<file path="src/rtl/sd_dat_pkg.sv">
`default_nettype none
// ============================================================================
// Module   : sd_dat_pkg
// Purpose  : Shared constants for the SD DAT-line transmit path: FSM state
//            encodings, CRC-16 polynomial/initial value and line framing bits.
// Ports    : none (package)
// Revision : 1.0 - initial release
// ============================================================================
package sd_dat_pkg;

  // Transmit FSM state encodings
  localparam logic [2:0] ST_IDLE = 3'd0;
  localparam logic [2:0] ST_SBIT = 3'd1;
  localparam logic [2:0] ST_DATA = 3'd2;
  localparam logic [2:0] ST_CRC  = 3'd3;
  localparam logic [2:0] ST_EBIT = 3'd4;

  // CRC-CCITT x^16 + x^12 + x^5 + 1
  localparam logic [15:0] CRC_POLY = 16'h1021;
  localparam logic [15:0] CRC_INIT = 16'h0000;

  // Line framing
  localparam logic START_BIT = 1'b0;
  localparam logic END_BIT   = 1'b1;

endpackage
`default_nettype wire

</file>
<file path="src/rtl/sd_crc16_ser.sv">
`default_nettype none
// ============================================================================
// Module   : sd_crc16_ser
// Purpose  : Bit-serial CRC-16 register with a plain shift-out mode so the
//            finished checksum can be driven onto the line MSB-first.
// Ports    : CLK       in   system clock
//            RST       in   asynchronous active-high reset
//            clr       in   synchronous clear to CRC_INIT
//            en        in   accumulate bitval into the CRC
//            bitval    in   data bit being transmitted
//            shift_out in   shift left with zero fill, no feedback
//            crc       out  current CRC register contents
// Revision : 1.0 - initial release
// ============================================================================
module sd_crc16_ser
  import sd_dat_pkg::*;
(
  input  logic        CLK,
  input  logic        RST,
  input  logic        clr,
  input  logic        en,
  input  logic        bitval,
  input  logic        shift_out,
  output logic [15:0] crc
);

  logic [15:0] r_crc;
  logic        w_inv;

  // Feedback term; XOR-ing the polynomial into the shifted value touches
  // exactly bits 0, 5 and 12.
  assign w_inv = bitval ^ r_crc[15];

  always_ff @(posedge CLK or posedge RST) begin
    if (RST) begin
      r_crc <= CRC_INIT;
    end else if (clr) begin
      r_crc <= CRC_INIT;
    end else if (en) begin
      r_crc <= {r_crc[14:0], 1'b0} ^ (w_inv ? CRC_POLY : 16'h0000);
    end else if (shift_out) begin
      r_crc <= {r_crc[14:0], 1'b0};
    end
  end

  assign crc = r_crc;

endmodule
`default_nettype wire

</file>
<file path="src/rtl/sd_dat_tx_ctrl.sv">
`default_nettype none
// ============================================================================
// Module   : sd_dat_tx_ctrl
// Purpose  : Sequences one SD data block on a single DAT line:
//            start bit, bytes MSB-first, CRC-16 MSB-first, end bit.
//            Advances only on SD bit-clock ticks.
// Ports    : CLK, RST            clock / async active-high reset
//            tick                SD bit strobe
//            start, abort        block control
//            blk_len[LEN_W-1:0]  block length in bytes
//            din[7:0], din_valid host byte stream
//            din_ready           byte consumed this cycle
//            sd_dat_o, sd_dat_oe DAT pad value / output enable
//            busy, done, err     status (done/err are one-cycle pulses)
// Revision : 1.0 - initial release
// ============================================================================
module sd_dat_tx_ctrl
  import sd_dat_pkg::*;
#(
  parameter int LEN_W = 12
) (
  input  logic             CLK,
  input  logic             RST,
  input  logic             tick,
  input  logic             start,
  input  logic             abort,
  input  logic [LEN_W-1:0] blk_len,
  input  logic [7:0]       din,
  input  logic             din_valid,
  output logic             din_ready,
  output logic             sd_dat_o,
  output logic             sd_dat_oe,
  output logic             busy,
  output logic             done,
  output logic             err
);

  logic [2:0]       r_state;
  logic [7:0]       r_sreg;
  logic [2:0]       r_bitcnt;
  logic [LEN_W-1:0] r_bytes_left;   // bytes still to be loaded after current
  logic [3:0]       r_crccnt;

  logic        w_active;
  logic        w_abort;
  logic        w_accept;
  logic        w_zero_err;
  logic        w_load;
  logic        w_underrun;
  logic        w_crc_en;
  logic        w_crc_shift;
  logic [15:0] w_crc;

  assign w_active   = (r_state != ST_IDLE);
  assign w_abort    = abort & w_active;
  assign w_accept   = (r_state == ST_IDLE) & start & ~abort & (blk_len != '0);
  assign w_zero_err = (r_state == ST_IDLE) & start & ~abort & (blk_len == '0);

  // A byte must be fetched on the start-bit tick and on the last-bit tick of
  // every byte that is followed by another one.
  assign w_load = tick & ~w_abort &
                  ((r_state == ST_SBIT) |
                   ((r_state == ST_DATA) & (r_bitcnt == 3'd7) & (r_bytes_left != '0)));

  assign w_underrun  = w_load & ~din_valid;
  assign din_ready   = w_load & din_valid;
  assign err         = w_abort | w_underrun | w_zero_err;
  assign done        = (r_state == ST_EBIT) & tick & ~w_abort;
  assign busy        = w_active;
  assign sd_dat_oe   = w_active;
  assign w_crc_en    = (r_state == ST_DATA) & tick & ~w_abort;
  assign w_crc_shift = (r_state == ST_CRC) & tick & ~w_abort;

  always_comb begin
    sd_dat_o = END_BIT;
    case (r_state)
      ST_SBIT: sd_dat_o = START_BIT;
      ST_DATA: sd_dat_o = r_sreg[7];
      ST_CRC:  sd_dat_o = w_crc[15];
      ST_EBIT: sd_dat_o = END_BIT;
      default: sd_dat_o = END_BIT;
    endcase
  end

  sd_crc16_ser u_crc (
    .CLK       (CLK),
    .RST       (RST),
    .clr       (w_accept),
    .en        (w_crc_en),
    .bitval    (r_sreg[7]),
    .shift_out (w_crc_shift),
    .crc       (w_crc)
  );

  always_ff @(posedge CLK or posedge RST) begin
    if (RST) begin
      r_state      <= ST_IDLE;
      r_sreg       <= 8'h00;
      r_bitcnt     <= 3'd0;
      r_bytes_left <= '0;
      r_crccnt     <= 4'd0;
    end else begin
      case (r_state)
        ST_IDLE: begin
          if (w_accept) begin
            r_bytes_left <= blk_len;
            r_state      <= ST_SBIT;
          end
        end
        ST_SBIT: begin
          if (w_abort) begin
            r_state <= ST_IDLE;
          end else if (tick) begin
            if (din_valid) begin
              r_sreg       <= din;
              r_bytes_left <= r_bytes_left - LEN_W'(1);
              r_bitcnt     <= 3'd0;
              r_state      <= ST_DATA;
            end else begin
              r_state <= ST_IDLE;
            end
          end
        end
        ST_DATA: begin
          if (w_abort) begin
            r_state <= ST_IDLE;
          end else if (tick) begin
            r_bitcnt <= r_bitcnt + 3'd1;   // wraps 7 -> 0 per byte
            if (r_bitcnt == 3'd7) begin
              if (r_bytes_left != '0) begin
                if (din_valid) begin
                  r_sreg       <= din;
                  r_bytes_left <= r_bytes_left - LEN_W'(1);
                end else begin
                  r_state <= ST_IDLE;
                end
              end else begin
                r_crccnt <= 4'd0;
                r_state  <= ST_CRC;
              end
            end else begin
              r_sreg <= {r_sreg[6:0], 1'b0};
            end
          end
        end
        ST_CRC: begin
          if (w_abort) begin
            r_state <= ST_IDLE;
          end else if (tick) begin
            r_crccnt <= r_crccnt + 4'd1;
            if (r_crccnt == 4'd15) begin
              r_state <= ST_EBIT;
            end
          end
        end
        ST_EBIT: begin
          if (w_abort || tick) begin
            r_state <= ST_IDLE;
          end
        end
        default: r_state <= ST_IDLE;
      endcase
    end
  end

endmodule
`default_nettype wire

</file>
<file path="config.mk">
export PLATFORM = sky130hd
export DESIGN_NAME = sd_dat_tx_ctrl
export DESIGN_NICKNAME = d
export VERILOG_FILES = /design/src/rtl/sd_dat_pkg.sv /design/src/rtl/sd_crc16_ser.sv /design/src/rtl/sd_dat_tx_ctrl.sv
export SDC_FILE = /design/constraint.sdc
export NUM_CORES = 1
export LEC_CHECK = 0
export BUFFER_PORTS_ARGS = -buffer_cell sky130_fd_sc_hd__clkbuf_2
export CORE_ASPECT_RATIO = 0.9
export CORE_MARGIN = 2
export CORE_UTILIZATION = 33
export CTS_CLUSTER_SIZE = 14
export DETAILED_ROUTE_END_ITERATION = 10
export GPL_TIMING_DRIVEN = 0
export PLACE_DENSITY = 0.63
export SYNTH_ARGS = -nofsm -noshare
export SYNTH_HDL_FRONTEND = slang
export SYNTH_SLANG_ARGS = --single-unit
</file>
<file path="constraint.sdc">
create_clock -name CLK -period 2.8 [get_ports CLK]
set_input_delay 0.84 -clock CLK [delete_from_list [all_inputs] [get_ports CLK]]
set_output_delay 0.84 -clock CLK [all_outputs]
set_load 0.05 [all_outputs]
</file>
==> reports/metrics.cfg <==
[synthesis]
syn_nets = 296
ys_ff_latch = 46
synth_cell_types = 56
syn_avg_cell_area_sq_um = 9.82
seq_area_frac_synth = 0.441
ys_warn_count = 0
postSynthCellCount = 266
synth_ff_type = dfrtp_1
async_flop_share = 1.00
syn-cell-area_sq_um = 2610
synth_enable_flop_cells = 0

[clock_tree]
cts_tree = yes
ctsRootBufferMaster = clkbuf_8
cts_buffer_depth = 2
cts_made_buffers = 5
cts_max_level = 2
cts.sinks = 46
cts.clk_slew.worst_paths_ns = 0.10
clock_latency_ns = 0.30
cts-hold-fix-buffers = 0

[critical_path]
rrSetupSlack_ns = 0.32
slowest_stage = or4_4
critPathArrivalTime_ns = 2.42
worstSetupPathType = reg -> out
slowest_delay_ns = 0.56
worstSetupStartpointType = flop
cp-end-kind = output pin
worst-path-max-fanout = 5
path_cells = or4_4 > nor4_4 > nor3b_2 > o2111ai_1 > o211ai_1 > clkbuf_8
required_ns = 1.96

[power_and_ir_drop]
vdd_ir_drop_max_uv = 365
p_sw_mw = 1.39
combPwrFrac = 0.540
clock_power_share = 0.128
powerDensity_nw_per_um2 = 1010
p_leak_nw = 1.37
seq_power_share = 0.332
power_switching_share = 0.436
intPower_mw = 1.80

[placed_design]
port_buffers = 31
placed_area_sq_um = 2940
gp_congestion = 0.835
hpwlAfterDp_um = 4470

[cells_and_area]
drive_gt1_frac = 0.261
nNetsFinal = 343
final_area_sq_um = 3140
syn_to_final_growth_pct = 20.2
diodes = 0

[timing]
holdWs_ns = 0.477
finalSetupViolations = 2
worst_pin_slew_ns = 0.735
worst_slack_ns = -0.462
skew_ns = 0.0192
rsz0062_at_grt = true
finalHoldViolations = 0
min_period_over_period = 1.17
slew_headroom = 0.505
finalMaxSlewViolations = 0
max_freq_mhz = 307
period_needed_ns = 3.26

[routing]
num_vias = 2262
first_pass_iters = 4
viasPerCell = 5.52
wire_per_inst_um = 15.4
routed_wl_um = 6290
drtIter0Drc = 165
ant_nets = 0
drcViolationCount = 0

[floorplan]
start_util = 0.343
dieArea_sq_um = 8650
die_x_um = 97.8
ios = 32
fp.dieH_um = 88.4
num_rows = 30
coreArea_sq_um = 7620

[run_status]
status = finished with violations
failed_checks = negative setup slack

[run]
maxCapViolCount = 0

[global_route]
grt_pass1_vias = 2116
overflow = 0
grt_util_all_layers = 0.152
grt_pass1_wl_um = 10600
antenna_found_initial = 0
grt_start_max_net_pins = 33

[hold_path]
hold_class = in -> async

routing by layer:
layer  share of wire  global-route usage
met1            0.51               0.232
met3           0.042              0.0300
met5               0                   0
met2            0.43               0.221
met4           0.010              0.0417
what timing repair did:
| item | CTS | global route |
|---|---|---|
| buffers inserted | 6 | 3 |
| endpoints found under the hold margin | 0 | 0 |
| endpoints found under the setup margin | 3 | 7 |
| pin swaps | 4 | 6 |
| gates resized for setup | 10 | 12 |
| cloned | 0 | 0 |
cell families (layout without fill, tap and decap cells):
logic type      count (synthesis)  after routing  share of synthesized area
compound gates                 88             88                      0.251
buf+inv                        27             75                     0.0441
xor+xnor                        7              7                     0.0235
flops                          46             46                      0.441
mux                             7              7                     0.0369
fa+ha+maj                       4              4                     0.0192
simple gates                   87             87                      0.185
worst paths after layout:
kind                                                   from                     endpoint  depth (start not counted)
worst max-delay path            r_bytes_left[6]$_DFFE_PP0P_                          err                          6
worst min-delay path                                    RST  r_bytes_left[3]$_DFFE_PP0P_                          2
worst max register to register  r_bytes_left[6]$_DFFE_PP0P_        r_sreg[3]$_DFFE_PP0P_                          6
worst min register to register      r_crccnt[3]$_DFFE_PP0P_      r_crccnt[3]$_DFFE_PP0P_                          1
max in group asynchronous                               RST      r_crccnt[2]$_DFFE_PP0P_                          3
min in group CLK                    r_crccnt[3]$_DFFE_PP0P_      r_crccnt[3]$_DFFE_PP0P_                          1
power by group through the flow:
| stage | clock network, mW | logic (mW) | registers [mW] |
|---|---|---|---|
| 4_1_cts | 0.421 | 1.66 | 1.05 |
| 3_5_place_dp | 0 | 1.58 | 1.07 |
| 3_3_place_gp | 0 | 1.55 | 1.06 |
| 6_report | 0.409 | 1.72 | 1.06 |
| 5_1_grt | 0.446 | 1.89 | 1.08 |
| 2_1_floorplan | 0 | 1.27 | 1.02 |
flip-flops by register name (all words and copies together), names as in the netlist:
name	cells
r_bitcnt	3
r_bytes_left	12
r_crccnt	4
r_sreg	8
r_state	3
u_crc.crc	16
metrics by stage:
step | instances | setup WS [ns] | power (mW) | TNS, ns | util
finish | 410 | -0.462 | 3.18 | -0.869 | 0.412
global route | 410 | -0.560 | 3.42 | -1.04 | 0.412
CTS | 407 | -0.505 | 3.13 | -0.968 | 0.406
detailed placement | 394 | -0.595 | 2.65 | -2.68 | 0.386
global placement | 393 | -0.566 | 2.61 | -2.02 | 0.383
floorplan | 266 | -0.215 | 2.29 | -0.428 | -
placed cells by master (no fill, tap or decap), types with 3 or more instances in the layout:
master     netlist  final
dfrtp_1         46     44
nor2_1          20     19
nor3b_1          4      3
nand3_1          5      5
nor4_1           7      6
ha_1             4      3
nand2b_1         3      3
a211o_1          3      3
xnor2_1          3      3
xor2_1           4      4
nor2b_1          4      4
clkbuf_1        12      9
a2bb2oi_1        9      9
inv_1           11      8
nand2_1         17     17
o22ai_1          7      7
buf_4            1     10
a21oi_1          9      9
o31ai_1          6      6
and3_1           3      3
mux2_4           5      5
o41ai_1          3      3
o21ai_0         17     17
clkbuf_2         0     33
nor3_1           8      6
clkbuf_8         0      6
a22o_1          15     15
inv_2            0      3
critical path, delay by kind of cell (launching register included):
kind,cells,cell delay [ns]
flip-flops,1,0.45
AO/OA/AOI/OAI,2,0.37
AND/OR/NAND/NOR,3,1.07
buffers and inverters,1,0.23
cell usage after synthesis (2+ instances only):
master     count  area [sq um]
nand4_1        2          12.5
a211o_1        3          26.3
o211ai_1       2          15.0
xor2_1         4          35.0
nand2_1       17          63.8
or2_2          3          18.8
a21oi_1        9          45.0
dfrtp_1       46          1150
ha_1           4          50.1
a311o_1        2          20.0
inv_1         11          41.3
nand2b_1       3          18.8
and3_1         3          18.8
o21a_1         2          15.0
mux2_4         5          75.1
nor2_1        20          75.1
a22o_1        15           131
o41ai_1        3          26.3
buf_2          2          10.0
nor3b_1        4          30.0
a2bb2oi_1      9          78.8
o32a_1         2          20.0
nor2b_1        4          25.0
nor4b_1        2          17.5
clkbuf_1      12          45.0
o21ai_0       17          85.1
o31ai_1        6          45.0
nor3_1         8          40.0
o22ai_1        7          43.8
nand3_1        5          25.0
xnor2_1        3          26.3
nor4_1         7          43.8
layout make-up:
cell class / instances / area (sq um)
fill: 745 / 4480
multi-input combinational: 193 / 1400
sequential: 46 / 1150
timing repair buffer: 41 / 262
tap: 96 / 120
buffer: 15 / 73.8
clock buffer: 6 / 72.6
inverter: 11 / 41.3
clock inverter: 2 / 13.8
(Power assumes the default switching activity.)
